### src/rtl/frame_pattern_writer.sv
// Wishbone master that writes one test-pattern frame per start request.
// Pixels go out in raster order; the bus is released for one cycle after
// every BURST_LEN acknowledged writes. A slave error aborts the frame and
// sets a sticky error flag. A retry repeats the same write on the next cycle.
module frame_pattern_writer #(
    parameter int HDISP     = 800,
    parameter int VDISP     = 480,
    parameter int BURST_LEN = 64
) (
    input  logic        sys_clk,
    input  logic        sys_rst_n,
    input  logic        start,
    input  logic [1:0]  mode,
    output logic        wshb_cyc,
    output logic        wshb_stb,
    output logic        wshb_we,
    output logic [31:0] wshb_adr,
    output logic [31:0] wshb_dat_ms,
    output logic [3:0]  wshb_sel,
    output logic [2:0]  wshb_cti,
    output logic [1:0]  wshb_bte,
    input  logic        wshb_ack,
    input  logic        wshb_err,
    input  logic        wshb_rty,
    output logic        busy,
    output logic        done,
    output logic        error,
    output logic [7:0]  frame_cnt
);

    localparam int XW = $clog2(HDISP);
    localparam int YW = $clog2(VDISP);
    localparam int BW = $clog2(BURST_LEN + 1);
    localparam logic [31:0] HDISP_U = HDISP;

    typedef enum logic [1:0] {
        S_IDLE,
        S_BURST,
        S_PAUSE
    } state_t;

    state_t          r_state;
    state_t          w_next;
    logic [XW-1:0]   r_x;
    logic [YW-1:0]   r_y;
    logic [BW-1:0]   r_bcnt;
    logic [1:0]      r_mode;
    logic            r_done;
    logic            r_error;
    logic [7:0]      r_frame_cnt;

    logic            w_active;
    logic            w_last_x;
    logic            w_last_pix;
    logic [BW-1:0]   w_bcnt_inc;
    logic            w_burst_full;
    logic [31:0]     w_adr;
    logic [2:0]      w_bar;
    logic            w_grid;
    logic [23:0]     w_rgb;

    assign w_active     = (r_state == S_BURST);
    assign w_last_x     = (r_x == XW'(HDISP - 1));
    assign w_last_pix   = w_last_x && (r_y == YW'(VDISP - 1));
    assign w_bcnt_inc   = r_bcnt + BW'(1);
    assign w_burst_full = (w_bcnt_inc == BW'(BURST_LEN));

    // Byte address and pattern are pure functions of registered state, so the
    // bus outputs hold steady across wait states and retries.
    assign w_adr  = (32'(r_y) * HDISP_U + 32'(r_x)) << 2;
    assign w_bar  = 3'((32'(r_x) * 32'd8) / HDISP_U);
    assign w_grid = ((32'(r_x) & 32'hF) == 32'd0) || ((32'(r_y) & 32'hF) == 32'd0);

    // Pattern generator driven by the mode latched at frame start.
    always_comb begin
        w_rgb = '0;
        unique case (r_mode)
            2'd0:    w_rgb = w_grid ? 24'hFFFFFF : 24'h000000;
            2'd1:    w_rgb = {{8{w_bar[2]}}, {8{w_bar[1]}}, {8{w_bar[0]}}};
            2'd2:    w_rgb = {8'(r_x), 8'(r_y), r_frame_cnt};
            default: w_rgb = 24'hFFFFFF;
        endcase
    end

    // cyc/stb decode from the state register only: no path from slave inputs.
    assign wshb_cyc    = w_active;
    assign wshb_stb    = w_active;
    assign wshb_we     = w_active;
    assign wshb_sel    = w_active ? 4'hF : '0;
    assign wshb_cti    = '0;
    assign wshb_bte    = '0;
    assign wshb_adr    = w_active ? w_adr : '0;
    assign wshb_dat_ms = w_active ? {8'h00, w_rgb} : '0;

    assign busy      = (r_state != S_IDLE);
    assign done      = r_done;
    assign error     = r_error;
    assign frame_cnt = r_frame_cnt;

    // State register.
    always_ff @(posedge sys_clk or negedge sys_rst_n) begin
        if (!sys_rst_n) begin
            r_state <= S_IDLE;
        end else begin
            r_state <= w_next;
        end
    end

    // Next-state logic; err beats ack, ack beats rty.
    always_comb begin
        w_next = r_state;
        unique case (r_state)
            S_IDLE: begin
                if (start) begin
                    w_next = S_BURST;
                end
            end
            S_BURST: begin
                if (wshb_err) begin
                    w_next = S_IDLE;
                end else if (wshb_ack) begin
                    if (w_last_pix) begin
                        w_next = S_IDLE;
                    end else if (w_burst_full) begin
                        w_next = S_PAUSE;
                    end
                end else if (wshb_rty) begin
                    w_next = S_BURST;
                end
            end
            S_PAUSE: begin
                w_next = S_BURST;
            end
            default: begin
                w_next = S_IDLE;
            end
        endcase
    end

    // Pixel counters, burst counter, mode latch and status flags.
    always_ff @(posedge sys_clk or negedge sys_rst_n) begin
        if (!sys_rst_n) begin
            r_x         <= '0;
            r_y         <= '0;
            r_bcnt      <= '0;
            r_mode      <= '0;
            r_done      <= 1'b0;
            r_error     <= 1'b0;
            r_frame_cnt <= '0;
        end else begin
            r_done <= 1'b0;
            unique case (r_state)
                S_IDLE: begin
                    if (start) begin
                        r_x    <= '0;
                        r_y    <= '0;
                        r_bcnt <= '0;
                        r_mode <= mode;
                    end
                end
                S_BURST: begin
                    if (wshb_err) begin
                        r_error <= 1'b1;
                    end else if (wshb_ack) begin
                        if (w_last_pix) begin
                            r_x         <= '0;
                            r_y         <= '0;
                            r_bcnt      <= '0;
                            r_done      <= 1'b1;
                            r_frame_cnt <= r_frame_cnt + 8'd1;
                        end else begin
                            if (w_last_x) begin
                                r_x <= '0;
                                r_y <= r_y + YW'(1);
                            end else begin
                                r_x <= r_x + XW'(1);
                            end
                            r_bcnt <= w_burst_full ? '0 : w_bcnt_inc;
                        end
                    end
                end
                default: begin
                end
            endcase
        end
    end

endmodule

### config.mk
export PLATFORM = sky130hd
export DESIGN_NAME = frame_pattern_writer
export DESIGN_NICKNAME = d
export VERILOG_FILES = /design/src/rtl/frame_pattern_writer.sv
export SDC_FILE = /design/constraint.sdc
export NUM_CORES = 1
export LEC_CHECK = 0
export BUFFER_PORTS_ARGS = -buffer_cell sky130_fd_sc_hd__clkbuf_2
export CAP_MARGIN = 20
export CORE_ASPECT_RATIO = 1.25
export CORE_MARGIN = 10
export CORE_UTILIZATION = 45
export CTS_CLUSTER_SIZE = 10
export DETAILED_ROUTE_END_ITERATION = 7
export PLACE_DENSITY = 0.75
export SYNTH_ARGS = -nofsm -noshare
export SYNTH_HDL_FRONTEND = slang
export SYNTH_SLANG_ARGS = --single-unit
### constraint.sdc
create_clock -name sys_clk -period 4.9 [get_ports sys_clk]
set_clock_uncertainty 0.2 [all_clocks]
set_input_delay 0.49 -clock sys_clk [delete_from_list [all_inputs] [get_ports sys_clk]]
set_output_delay 0.49 -clock sys_clk [all_outputs]
set_load 0.02 [all_outputs]
== Word level (Yosys, flattened, before mapping) ==
Index checks and enable logic that the tools add are counted.
W data, S select, Z words.
Word-level totals
  logic and storage cells: 77
  input port bits: 8
  register bits after elaboration: 40
  output and inout bits: 87
Cells by class
  bitwise operators: 1
  reduce and logical (&&, ||, !) cells: 14
  add/subtract/negate cells: 5
  div/mod/pow operators: 1
  mux-type cells: 34
  eq/ne operators: 13
  multiply operators: 1
Operators by type and width (count)
  $pmux W24 S3: 1
  $logic_not A32 Y1: 2
  $mux W10: 5
  $mux W24: 2
  $mux W9: 5
  $mux W7: 5
  $div A13 B10 Y32 const B: 1
  $mux W22: 1
  $add A19 B10 Y20: 1
  $pmux W10 S2: 1
  $pmux W9 S2: 1
  $mul A9 B5 Y14 const B: 1
  $pmux W7 S2: 1
  $mux W2: 6
  $add A10 B1 Y10 const B: 1
  $eq A10 B10 Y1 const B: 1
  $add A9 B1 Y9 const B: 1
  $eq A9 B9 Y1 const B: 1
  $add A8 B1 Y8 const B: 1
  $reduce_and A4 Y1: 2
  $add A7 B1 Y7 const B: 1
  $eq A7 B7 Y1 const B: 1
  $ne A2 B2 Y1 const B: 3
  $pmux W2 S3: 1
  other kinds (15): 23

== Logic depth before layout (Yosys ltp) ==
  depth after elaboration: 7
  mapped depth: 14
  mapped depth without buffers: 14

== Worst setup path after synthesis ==
OpenSTA, ideal clock, no wires.
  kind: flip-flop to output port
  start point: reg r_y[2]
  end point: out wshb_adr[20]
  arrival: 3.762 ns
  cell stages (with the launch flop): 15
  path buffers: 0
  path slack: 0.448 ns
  data required time: 4.210 ns
  path through: dfrtp_1 > inv_1 > ha_1 > ha_1 > inv_1 > fa_1 > inv_1 > ha_1 > nor2b_1 > o21a_1 > o21a_1 > nor4_1 > nand4_1 > nor4bb_1 > mux2i_1
On the way
  longest elaborated chain between the ends: 3
RTL lines
  start, declared: RTL line 45  | logic [YW-1:0] r_y;
  start signal, assigned: RTL line 174  | r_y <= r_y + YW'(1);
  $mul A9 B5 Y14: RTL line 70  | assign w_adr = (32'(r_y) * HDISP_U + 32'(r_x)) << 2;
  $add A19 B10 Y20: RTL line 70
  $mux W22: RTL line 92  | assign wshb_adr = w_active ? w_adr : '0;
  end, declared: RTL line 17  | output logic [31:0] wshb_adr,
Every way passes these cells.

== Worst setup path after layout ==
Same ends and word-level chain as after synthesis.

==> impl_metrics.tcl <==
set metrics [dict create \
    start_util 0.465 \
    clkLatencyLatePin_ns 0.28 \
    report.power.total_mw 1.71 \
    overflow 0 \
    die_w_microns 107 \
    clockBufferDepth 2 \
    ir_drop_mv 0.300 \
    synth_ff_type "dfrtp_1" \
    area_delta_synth_final_pct 12.0 \
    grt_pass1_vias 3912 \
    cp_cell_sequence "inv_1, ha_1, ha_1, inv_1, fa_1, inv_2, ha_4, a21oi_1, o211ai_1, a2111oi_0, nor3b_1, or2_2, mux2i_1, buf_4" \
    layout_worst_path_cycle_share 0.960 \
    hold_path_class "primary input to flop" \
    critPathSlowestCell "a2111oi_0" \
    synth_edf_count 0 \
    maxSlewViolCount 0 \
    tightest_slew_ns 1.04 \
    post_drt_wl_per_cell_microns 15.2 \
    power_density_nw_per_um2 357 \
    async_flop_share 1.00 \
    die-area_sq_um 13900 \
    hold_viol 0 \
    finalWirelength_microns 10700 \
    synth_cell_types 69 \
    cts.sinks 40 \
    slew-limit-headroom 0.300 \
    place_congestion 0.881 \
    critical_path_required_ns 4.21 \
    drtAntennaViolNets 0 \
    viasPerCell 5.48 \
    cts-buffers-inserted 5 \
    numPortBuffers 68 \
    rows 39 \
    final_layout_size_suffix_gt1_frac 0.190 \
    diodes 0 \
    fin_setup_tns_ns 0 \
    crit_arrival_ns 4.01 \
    ys_seq_area_frac 0.233 \
    dp_cells 696 \
    synth_area_sq_um 4290 \
    antenna_found_initial 0 \
    vias 3866 \
    yosysTopAreaCell "dfrtp_1" \
    cap_viol_max_count 0 \
    slowest_delay_ns 0.58 \
    grt.total_usage 0.153 \
    path_clk_slew_ns 0.06 \
    post-route-min-period_ns 4.70 \
    grt_max_degree 41 \
    core_area_sq_um 9220 \
    setup_violations 0 \
    drc 0 \
    synth.most_common_cell "nand2_1" \
    die_h_microns 129 \
    synthesis.instances 528 \
    cts-root-buf "clkbuf_16" \
    syn_avg_cell_area_sq_um 8.13 \
    fin_cells 706 \
    fin_nets 640 \
    grt_setup_unrepaired "no" \
    yosysWarnings 0 \
    fmax_ghz 0.213 \
    firstDrtPassIters 4 \
    h-tree-depth 2 \
    dp_hpwl_microns 8320 \
    ys_ff_latch 40 \
    io_pins 95 \
    drt_iter0_drc 183 \
    synth_common_cells "nand2_1, ha_1, dfrtp_1, nor2_1, inv_1" \
    cp_max_fo 7 \
    cp-start-kind "flop" \
    synth_top_area_share 0.233 \
    synth.top_cells.by_area "dfrtp_1, ha_1, buf_4" \
    grt_pass1_wl_microns 18100 \
    worst_setup_path_end_kind "output port" \
    status "finished, final reports clean" \
    tritoncts "yes" \
    worstSetupPathType "flop to output port" \
    total_leakage_power_nw 2.43 \
]
## registers in the layout (all words and copies together), names as in the netlist
register and flops:
done 1, error 1, frame_cnt 8, r_bcnt 7, r_mode 2, r_state 2, r_x 10, r_y 9
## layout by cell type (no fill, tap or decap), drive strengths merged, types with 12 or more instances in the layout
master	synthesis	layout
nor2	40	40
conb	1	25
nand2	55	55
xnor2	15	15
o211ai	12	12
a21oi	23	23
xor2	12	12
clkbuf	11	72
o21ai	34	34
ha	44	44
inv	39	39
nand3	21	21
a21o	14	14
and3	14	14
dfrtp	40	40
## critical path: cells and delay by family (launching register included)
kind	cells	cell delay, ns
buf+inv	4	0.31
compound gates	3	1.07
mux	1	0.14
flops	1	0.42
simple gates	2	0.48
fa+ha+maj	4	1.30
## path summary, 6_finish.rpt
path                       startpoint            to  slack (ns)  cells past startpoint
max                            r_y[2]  wshb_adr[20]        0.20                     14
min                           mode[1]     r_mode[1]        0.25                      2
max reg2reg                    r_x[6]  frame_cnt[7]        2.00                      7
min reg2reg                     error         error        0.27                      1
max in group asynchronous   sys_rst_n     r_bcnt[6]        3.62                      3
min in group asynchronous   sys_rst_n        r_x[9]        0.42                      2
## logic make-up after synthesis
logic type                 share of synthesized area
adders and majority gates                      0.152
AOI/OAI and AO/OA                              0.199
xor gates and xnor gates                      0.0551
and+or+nand+nor                                0.223
DFF                                            0.233
muxes                                         0.0257
other                                       0.000874
buffers and inverters                          0.111
## routing by layer
metal	wire, microns	vias up	track usage	share of wire
met5	0	-	0	0
met4	196	0	0.0480	0.018
met3	886	14	0.0357	0.083
met2	5300	137	0.276	0.49
met1	4350	1803	0.173	0.41
li1	-	1912	-	-
## repair_timing
action | CTS | global route
hold buffers | 0 | 1
resized for setup | 1 | 10
endpoints found under the setup margin | 1 | 5
buffers inserted | 0 | 1
hold endpoints to repair | 0 | 8
pin swaps | 0 | 7
## power by group
| group | switching [mW] | internal [mW] | leakage, nW |
|---|---|---|---|
| Clock | 0.128 | 0.185 | 0.0657 |
| Sequential | 0.0609 | 0.366 | 0.539 |
| Combinational | 0.661 | 0.315 | 1.82 |
| Total | 0.849 | 0.865 | 2.43 |
## final cells by class
cell class                 instances  area (sq um)
clock inverter                     2          12.5
tap                              123           154
multi-input combinational        422          2960
sequential                        40          1000
fill                             900          4420
timing repair buffer              75           410
inverter                          39           146
clock buffer                       5           125
## metrics by stage
stage / setup slack, ns / utilization / hold WS, ns / cell area, sq um
3_5_place_dp: 0.219 / 0.496 / 0.256 / 4570
5_1_grt: 0.00240 / 0.521 / 0.251 / 4810
3_3_place_gp: 0.267 / 0.496 / 0.248 / 4570
4_1_cts: 0.00288 / 0.512 / 0.221 / 4720
6_report: 0.197 / 0.521 / 0.249 / 4810
2_1_floorplan: 0.448 / - / -0.00559 / 4380
(Power assumes the default switching activity.)
